<file path="src/rtl/id_ex_reg.sv">
// ID/EX pipeline register for the RV32I 5-stage core.
// Captures decoded instruction fields from ID and presents them to EX one
// cycle later. Inserts a bubble on load-use hazards and honours EX-side
// flush (highest priority) and hold requests.
// Optional feature macro: HAZARD_STATS_EN adds saturating counters of
// load-use bubbles and effective flushes (stat_stall_cnt / stat_flush_cnt).
module id_ex_reg #(
  parameter int unsigned XLEN   = 32,
  parameter int unsigned STAT_W = 16
) (
  input  logic            clk,
  input  logic            rst_n,
  input  logic            id_valid,
  input  logic [XLEN-1:0] id_pc,
  input  logic [XLEN-1:0] id_rs1_data,
  input  logic [XLEN-1:0] id_rs2_data,
  input  logic [XLEN-1:0] id_imm,
  input  logic [4:0]      id_rs1,
  input  logic [4:0]      id_rs2,
  input  logic [4:0]      id_rd,
  input  logic [2:0]      id_funct3,
  input  logic            id_funct7_b5,
  input  logic [9:0]      id_ctrl,
  input  logic            ex_flush,
  input  logic            ex_hold,
  output logic            stall_id,
  output logic            ex_valid,
  output logic [XLEN-1:0] ex_pc,
  output logic [XLEN-1:0] ex_rs1_data,
  output logic [XLEN-1:0] ex_rs2_data,
  output logic [XLEN-1:0] ex_imm,
  output logic [4:0]      ex_rs1,
  output logic [4:0]      ex_rs2,
  output logic [4:0]      ex_rd,
  output logic [2:0]      ex_funct3,
  output logic            ex_funct7_b5,
  output logic [9:0]      ex_ctrl
`ifdef HAZARD_STATS_EN
  ,
  output logic [STAT_W-1:0] stat_stall_cnt,
  output logic [STAT_W-1:0] stat_flush_cnt
`endif
);

  // ctrl = {reg_write,alu_src,mem_read,mem_write,mem_to_reg,branch,jump,alu_op[1:0]}
  localparam int unsigned MEM_READ_BIT = 7;

  if (STAT_W < 1) begin : g_bad_stat_w
    $error("STAT_W must be at least 1");
  end

  logic load_use;
  logic bubble;

  // Load in EX whose destination is read by the ID instruction (both sources, any opcode).
  always_comb begin
    load_use = id_valid & ex_valid & ex_ctrl[MEM_READ_BIT] & (ex_rd != 5'd0) &
               ((ex_rd == id_rs1) | (ex_rd == id_rs2));
    bubble   = ex_flush | (~ex_hold & load_use);
  end

  // Upstream stall; a flush lets IF/ID advance so the redirected path is fetched.
  assign stall_id = ex_valid & ~ex_flush & (ex_hold | load_use);

  // Pipeline register: flush > hold > load-use bubble > normal capture.
  always_ff @(posedge clk or negedge rst_n) begin
    if (!rst_n) begin
      ex_valid     <= 1'b0;
      ex_pc        <= '0;
      ex_rs1_data  <= '0;
      ex_rs2_data  <= '0;
      ex_imm       <= '0;
      ex_rs1       <= 5'd0;
      ex_rs2       <= 5'd0;
      ex_rd        <= 5'd0;
      ex_funct3    <= 3'd0;
      ex_funct7_b5 <= 1'b0;
      ex_ctrl      <= 10'd0;
    end else if (bubble) begin
      ex_valid     <= 1'b0;
      ex_pc        <= '0;
      ex_rs1_data  <= '0;
      ex_rs2_data  <= '0;
      ex_imm       <= '0;
      ex_rs1       <= 5'd0;
      ex_rs2       <= 5'd0;
      ex_rd        <= 5'd0;
      ex_funct3    <= 3'd0;
      ex_funct7_b5 <= 1'b0;
      ex_ctrl      <= 10'd0;
    end else if (!ex_hold) begin
      ex_valid     <= id_valid;
      ex_pc        <= id_pc;
      ex_rs1_data  <= id_rs1_data;
      ex_rs2_data  <= id_rs2_data;
      ex_imm       <= id_imm;
      ex_rs1       <= id_rs1;
      ex_rs2       <= id_rs2;
      ex_rd        <= id_rd;
      ex_funct3    <= id_funct3;
      ex_funct7_b5 <= id_funct7_b5;
      ex_ctrl      <= id_valid ? id_ctrl : 10'd0;
    end
  end

`ifdef HAZARD_STATS_EN
  localparam logic [STAT_W-1:0] STAT_MAX = '1;

  // Saturating hazard statistics.
  always_ff @(posedge clk or negedge rst_n) begin
    if (!rst_n) begin
      stat_stall_cnt <= '0;
      stat_flush_cnt <= '0;
    end else begin
      if (~ex_flush & ~ex_hold & load_use & (stat_stall_cnt != STAT_MAX)) begin
        stat_stall_cnt <= stat_stall_cnt + STAT_W'(1);
      end
      if (ex_flush & (ex_valid | id_valid) & (stat_flush_cnt != STAT_MAX)) begin
        stat_flush_cnt <= stat_flush_cnt + STAT_W'(1);
      end
    end
  end
`endif

endmodule

</file>
<file path="config.mk">
export PLATFORM = sky130hd
export DESIGN_NAME = id_ex_reg
export DESIGN_NICKNAME = d
export VERILOG_FILES = /design/src/rtl/id_ex_reg.sv
export SDC_FILE = /design/constraint.sdc
export NUM_CORES = 1
export LEC_CHECK = 0
export BUFFER_PORTS_ARGS = -buffer_cell sky130_fd_sc_hd__buf_4
export CORE_ASPECT_RATIO = 1.5
export CORE_MARGIN = 2
export CORE_UTILIZATION = 25
export CTS_BUF_LIST = sky130_fd_sc_hd__clkbuf_16
export CTS_CLUSTER_DIAMETER = 100
export DETAILED_ROUTE_END_ITERATION = 8
export GPL_TIMING_DRIVEN = 0
export PLACE_DENSITY_LB_ADDON = 0.3
export SYNTH_ARGS = -nofsm -noshare
export SYNTH_HDL_FRONTEND = slang
export SYNTH_SLANG_ARGS = --single-unit
</file>
<file path="constraint.sdc">
create_clock -name clk -period 2.5 [get_ports clk]
set_input_delay 0.375 -clock clk [delete_from_list [all_inputs] [get_ports clk]]
set_output_delay 0.375 -clock clk [all_outputs]
set_load 0.01 [all_outputs]
</file>
==> results of run 1 <==
power groups by stage:
stage                     clock, mW  combinational, mW  sequential, mW
final                          2.41              0.874            2.78
after floorplan                   0              0.236            2.89
after detailed placement          0              0.874            2.83
after global placement            0              0.862            2.82
after global routing           2.59              0.945            2.80
after CTS                      2.50              0.889            2.78
layer usage:
layer / track usage / up-vias / part of all wire
met2: 0.300 / 222 / 0.55
met4: 0.0681 / 0 / 0.027
met5: 0 / - / 0
met1: 0.173 / 2739 / 0.36
met3: 0.0489 / 34 / 0.060
li1: - / 2423 / -
per-stage QoR:
step	hold slack [ns]	power, mW
after floorplan	0.0794	3.12
after global placement	0.475	3.68
after detailed placement	0.375	3.70
after CTS	0.153	6.17
after global routing	0.160	6.33
final	0.187	6.07
final timing paths:
path                                              from                           to  slack (ns)  depth (start not counted)
min                                     id_rs2_data[3]   ex_rs2_data[3]$_DFFE_PN0P_        0.19                          2
min reg2reg                ex_rs1_data[22]$_DFFE_PN0P_  ex_rs1_data[22]$_DFFE_PN0P_        0.49                          1
max in group asynchronous                        rst_n        ex_pc[19]$_DFFE_PN0P_        1.12                          3
min in group asynchronous                        rst_n  ex_rs2_data[27]$_DFFE_PN0P_        0.50                          2
max                               ex_rd[2]$_DFFE_PN0P_                     stall_id        0.03                          6
max reg2reg                       ex_rd[1]$_DFFE_PN0P_   ex_rs1_data[0]$_DFFE_PN0P_        0.17                         11
placed cells by master (no fill, tap or decap), drive strengths merged, types with 5 or more instances in the layout:
| cell type | n |
|---|---|
| a22o | 10 |
| clkinv | 9 |
| a32o | 142 |
| nor2b | 11 |
| nor2 | 9 |
| clkbuf | 53 |
| dfrtp | 158 |
| a31o | 5 |
| buf | 344 |
| nand2 | 6 |
| nor3b | 10 |
| xor2 | 10 |
area by class of cell:
| type | count | area [sq um] | area share |
|---|---|---|---|
| sequential | 158 | 3960 | 0.411 |
| timing repair buffer | 328 | 2500 | 0.259 |
| multi-input combinational | 213 | 1930 | 0.200 |
| clock buffer | 17 | 425 | 0.0442 |
| tap | 324 | 405 | 0.0421 |
| buffer | 53 | 305 | 0.0317 |
| clock inverter | 15 | 108 | 0.0112 |
| inverter | 1 | 3.75 | 0.000390 |
kinds of logic (layout without fill, tap and decap cells):
kind of cell | Yosys count | count (layout) | synth area share
compound gates | 162 | 162 | 0.256
simple gates | 41 | 41 | 0.0373
flops | 158 | 158 | 0.640
xor+xnor | 10 | 10 | 0.0142
buf+inv | 56 | 414 | 0.0524
registers in the layout, summed over array words and instances (netlist names):
register / flops
ex_ctrl: 10
ex_pc: 32
ex_imm: 32
ex_funct7_b5: 1
ex_rd: 5
ex_valid: 1
ex_funct3: 3
ex_rs1_data: 32
ex_rs1: 5
ex_rs2_data: 32
ex_rs2: 5
timing repair:
item	in CTS	in global routing
endpoints found under the setup margin	1	2
hold endpoints to repair	69	0
pin swaps	5	4
hold buffers	1	0
gates resized for setup	11	1
buffers inserted	6	1
worst register-to-register path, stage by stage (launching register included):
cell     delay (ns)
dfrtp_2        0.44
buf_6          0.13
xor2_1         0.13
nor2_1         0.14
a22oi_2        0.12
or2_1          0.28
buf_6          0.13
buf_4          0.13
buf_4          0.15
buf_8          0.16
buf_6          0.16
a32o_1         0.25
==> summary.md, run 1 <==
| Metric | Value |
|---|---|
| CTS Root Cell | `clkbuf_16` |
| Global-route wire length before repair | `32700 um` |
| Critical Path RT | `2.12 ns` |
| Routability cong. | `0.759` |
| Most common cell in the netlist | `dfrtp_1` |
| Pleak | `4.63 nW` |
| Layout area overhead | `55.8%` |
| Slew HR | `0.489` |
| Routed vias/inst | `4.89` |
| Outcome | `finished clean` |
| Pre-CTS setup slack | `-0.264 ns` |
| Fraction of layout cells with a size suffix above 1 | `0.488` |
| Setup TNS | `0 ns` |
| Clk Latency, worst-skew pair | `0.42 ns` |
| Layout Cells excl Fill | `1109` |
| Switching share of power | `0.255` |
| CP delay by family, top | `simple AND/OR/NAND/NOR gates` |
| Vias in the first global route | `5670` |
| Clk sinks | `158` |
| Least-Margin Pin Slew | `0.763 ns` |
| # IOs | `321` |
| Initial core utilization | `0.254` |
| Syn avg cell area | `14.5 sq um` |
| Syn_nets | `589` |
| Routed WL per cell | `19.4 um` |
| Fin. Hold Viols | `0` |
| Min Tclk post-route | `2.47 ns` |
| Clock-pin slew on the worst setup and hold paths | `0.07 ns` |
| Initial DRT Pass Iterations | `4` |
| RSZ-0062 raised after global routing | `true` |
| Count of max-cap constraint violations | `0` |
| Mapped cell area | `0.00618 sq mm` |
| CTS buffer count | `17` |
| Logic pwr share | `0.144` |
| Power Density | `630 mW/mm^2` |
| Die Width | `132 um` |
| Synthesis Warnings | `0` |
| Seq cells post-synth | `158` |
| Antenna violations before repair | `0` |
| Antenna cells | `0` |
| DP Cell Count | `1071` |
| Share of the synthesized area in the top cell type | `0.640` |
| Fin nets | `934` |
| Internal | `4.52 mW` |
| Syn Inst Count | `427` |
| Largest net degree at the start of global routing | `90` |
| Async set-reset flop share out of synthesis | `1.00` |
| Total global routing overflow | `0` |
| Post-layout util | `0.396` |
| CTS tree | `yes` |
| Setup Viol. Count Final | `0` |
| Max clock buf depth | `2` |
| Port buffer count | `319` |
| H-tree depth | `4` |
| Worst-path fanout max | `4` |
| Gr usage total | `0.164` |
| F_max | `0.405 GHz` |
| Final instance area | `0.00963 sq mm` |
| Worst-path cell chain | `or4_4 -> o2111ai_2 -> or2_1 -> buf_6 -> a21oi_2 -> buf_4` |
| IR drop worst, VDD | `569 uV` |
| Slew Viols, Final | `0` |
| Commonest cells in the netlist | `158 x dfrtp_1, 142 x a32o_1, 36 x clkbuf_1` |
| Worst Slack Setup Final | `0.0318 ns` |
| Post-synthesis sequential area ratio | `0.640` |
| Die Y | `197 um` |
| NetSw | `1.55 mW` |
| CP Capture Type | `primary output` |
| Post-synth EDFFs | `0` |
| Synth Flop Type | `dfrtp_1` |
| Crit path largest cell delay | `0.56 ns` |
| CP Class | `flip-flop to primary output` |
| CP arrival | `2.09 ns` |
| Drt initial violations | `272` |
| Core ar. | `0.0243 sq mm` |
| Post-Place Cell Area | `0.00901 sq mm` |
| Area leader, netlist | `dfrtp_1` |
| Post-DP HPWL | `15700 um` |
| Die area | `0.0260 sq mm` |
| Post-route clock period utilization | `0.987` |
| Clock share of power | `0.398` |
| Final ANT Viol Nets | `0` |
| Final wirelength | `21500 um` |
| Vias | `5418` |
| CP Launch Type | `flip-flop` |
| Crit path buf inv count | `2` |
| Filler instances | `2471` |
| Std cell rows | `70` |
| Sequential share of power | `0.458` |
| DRC viols | `0` |
| Hold Path Class | `input pin to flip-flop` |
| Dominant cells by area after synthesis | `dfrtp_1 64%, a32o_1 23%, clkbuf_1 2.2%, buf_6 2.2%, a22o_1 1.4%` |
| Yosys cell types | `23` |
| Clock Skews | `0.00735 ns` |
| Slowest-stage cell, CP | `or4_4` |
Power figures use the tool's default switching activity.
==> run 2, diff against run 1 <==
--- a/config.mk
+++ b/config.mk
@@ -6,12 +6,12 @@
 export NUM_CORES = 1
 export LEC_CHECK = 0
 export BUFFER_PORTS_ARGS = -buffer_cell sky130_fd_sc_hd__buf_4
-export CORE_ASPECT_RATIO = 1.5
-export CORE_MARGIN = 2
-export CORE_UTILIZATION = 25
+export CAP_MARGIN = 0
+export CORE_AREA = 2 2 124 126
 export CTS_BUF_LIST = sky130_fd_sc_hd__clkbuf_16
 export CTS_CLUSTER_DIAMETER = 100
 export DETAILED_ROUTE_END_ITERATION = 8
+export DIE_AREA = 0 0 126 128
 export GPL_TIMING_DRIVEN = 0
 export PLACE_DENSITY_LB_ADDON = 0.3
 export SYNTH_ARGS = -nofsm -noshare
==> run 2 against run 1 <==
Against the previous run: sequential cell count stayed put; worst setup slack better by 0.043 ns; combinational power hardly changed; final cell count is 12% lower; hold slack better by 0.011 ns; count of clock-buffer cells in the layout stayed put; cell area is 0.70% lower; non-clock buffer count stayed put; die area is 38% lower; utilization is 25 points higher; critical endpoint unchanged; largest cell class unchanged; largest power group unchanged.
==> summary.md, run 2 (synthesis results as in run 1) <==
| Metric | Value |
|---|---|
| Outcome | `finished clean` |
| Gr usage total | `0.243 (+0.0793)` |
| Global-route wire length before repair | `30300 um (-7.1%)` |
| CTS tree | `yes` |
| Fraction of layout cells with a size suffix above 1 | `0.497 (+0.00892)` |
| CTS Root Cell | `clkbuf_16` |
| Drt initial violations | `372 (+37%)` |
| Slew HR | `0.519 (+0.0300)` |
| Port buffer count | `319 (unchanged)` |
| Filler instances | `1162 (-53%)` |
| Worst-path cell chain | `xor2_1 -> nor3_1 -> a22oi_2 -> or2_4 -> buf_12 -> a21oi_4 -> buf_6` |
| Core ar. | `0.0149 sq mm (-39%)` |
| Layout area overhead | `54.7%` |
| Routed WL per cell | `20.7 um (+6.6%)` |
| DP Cell Count | `935 (-13%)` |
| Post-DP HPWL | `14900 um (-4.6%)` |
| DRC viols | `0 (unchanged)` |
| Setup TNS | `0 ns (unchanged)` |
| Largest net degree at the start of global routing | `91 (+1.1%)` |
| Slew Viols, Final | `0 (unchanged)` |
| Final wirelength | `20100 um (-6.5%)` |
| Worst-path fanout max | `4 (unchanged)` |
| Vias | `5542 (+2.3%)` |
| IR drop worst, VDD | `429 uV (-25%)` |
| Min Tclk post-route | `2.43 ns (-0.0427 ns)` |
| Initial DRT Pass Iterations | `4 (unchanged)` |
| Total global routing overflow | `0 (unchanged)` |
| CP Capture Type | `primary output` |
| Least-Margin Pin Slew | `0.721 ns (-0.0422 ns)` |
| Std cell rows | `45 (-36%)` |
| Count of max-cap constraint violations | `0 (unchanged)` |
| Area occupied by multi-input gates | `0.00194 sq mm (+0.26%)` |
| Die Width | `126 um (-4.8%)` |
| Worst setup startpoint | `ex_rd[2]$_DFFE_PN0P_` |
| Crit path buf inv count | `2 (unchanged)` |
| Die Y | `128 um (-35%)` |
| F_max | `0.412 GHz (+1.8%)` |
| Register Area | `0.00396 sq mm (about the same)` |
| Antenna violations before repair | `0 (unchanged)` |
| Worst hold start | `id_rd[1]` |
| Most common cell after layout, fill and taps aside | `buf_4` |
| Hold Path Class | `input pin to flip-flop` |
| Slowest-stage cell, CP | `dfrtp_2` |
| Antenna cells | `0 (unchanged)` |
| Critical Path RT | `2.12 ns (about the same)` |
| Vias in the first global route | `5650 (-0.35%)` |
| Routed vias/inst | `5.70 (+17%)` |
| Clock Skews | `0.00905 ns (+0.00170 ns)` |
| Crit path largest cell delay | `0.45 ns (-0.11 ns)` |
| Initial core utilization | `0.416 (+0.162)` |
| Clock-pin slew on the worst setup and hold paths | `0.06 ns (about the same)` |
| RSZ-0062 raised after global routing | `false` |
| CP Launch Type | `flip-flop` |
| Power Density | `663 mW/mm^2 (+5.3%)` |
| H-tree depth | `4 (unchanged)` |
| Pleak | `4.68 nW (+1.1%)` |
| CP delay by family, top | `simple AND/OR/NAND/NOR gates` |
| CTS buffer count | `17 (unchanged)` |
| Fin nets | `934 (unchanged)` |
| CP Class | `flip-flop to primary output` |
| # IOs | `321 (unchanged)` |
| CP arrival | `2.05 ns (-0.04 ns)` |
| Worst reg2reg path startpoint | `ex_rd[2]$_DFFE_PN0P_` |
| Die area | `0.0161 sq mm (-38%)` |
| Post-layout util | `0.643 (+0.248)` |
| Clk Latency, worst-skew pair | `0.41 ns (about the same)` |
| Pwr Total | `6.34 mW (+4.6%)` |
| Max clock buf depth | `2 (unchanged)` |
| Clk sinks | `158 (unchanged)` |
| Final ANT Viol Nets | `0 (unchanged)` |
| Fin. Hold Viols | `0 (unchanged)` |
| Layout Cells excl Fill | `973 (-12%)` |
| Commonest non-fill, non-tap cells in the layout | `323 x buf_4, 154 x dfrtp_1, 142 x a32o_1` |
| Routability cong. | `0.877 (+16%)` |
| Setup Viol. Count Final | `0 (unchanged)` |
| Post-route clock period utilization | `0.970 (-0.0171)` |
run 2: cell types whose count changed in the layout (fill, tap and decap cells not counted), moves of 2 or more:
cell        delta
clkinvlp_4     -2
clkinv_2       +2
bufinv_16      +3
dfrtp_1        -2
dfrtp_2        +2
clkinv_1       -4
run 2: through the flow:
stage               area [sq um]  worst slack (ns)  hold slack [ns]
detailed placement          8840           0.00861            0.421
floorplan                   6180             0.351           0.0794
global placement            8810            0.0289            0.474
global route                9560         0.0000724            0.185
CTS                         9530           0.00452            0.177
finish                      9560            0.0745            0.198
run 2: what timing repair did:
action                                  CTS  global route
hold buffers                              1             0
pin swaps                                 1             5
gates resized for setup                   9             7
endpoints found under the setup margin    1             1
endpoints found under the hold margin    68             0
buffers inserted                          5             2
run 2: layout make-up:
type / count / area share
sequential: 158 / 0.414
buffer: 53 / 0.0328
clock buffer: 17 / 0.0445
tap: 188 / 0.0246
timing repair buffer: 328 / 0.261
inverter: 1 / 0.000393
multi-input combinational: 213 / 0.202
clock inverter: 15 / 0.0203
run 2: path summary, 6_finish.rpt:
kind                                                to  cells after the start  slack [ns]
max in group asynchronous        ex_pc[31]$_DFFE_PN0P_                      3        1.10
min in group asynchronous   ex_rs1_data[9]$_DFFE_PN0P_                      2        0.54
min                               ex_rd[1]$_DFFE_PN0P_                      2        0.20
min reg2reg                 ex_rs1_data[2]$_DFFE_PN0P_                      1        0.49
max reg2reg                ex_rs1_data[13]$_DFFE_PN0P_                      8        0.38
max                                           stall_id                      7        0.07
run 2: layer usage:
metal  part of all wire  up-vias  track usage
met1               0.37     2809        0.286
li1                   -     2426            -
met5                  0        -            0
met4              0.041        0        0.120
met3              0.079       48       0.0701
met2               0.51      259        0.410
run 2: worst register-to-register path, cell delays in order, from the launching register on:
cell,delay [ns]
dfrtp_2,0.45
xor2_1,0.18
nor3_1,0.23
a22oi_2,0.13
or2_4,0.28
buf_4,0.16
buf_8,0.16
buf_6,0.16
a32o_1,0.26
run 2: power breakdown:
group	internal, mW	switching (mW)
combinational	0.482	0.392
clock	1.67	1.01
sequential	2.70	0.0909
total	4.85	1.49
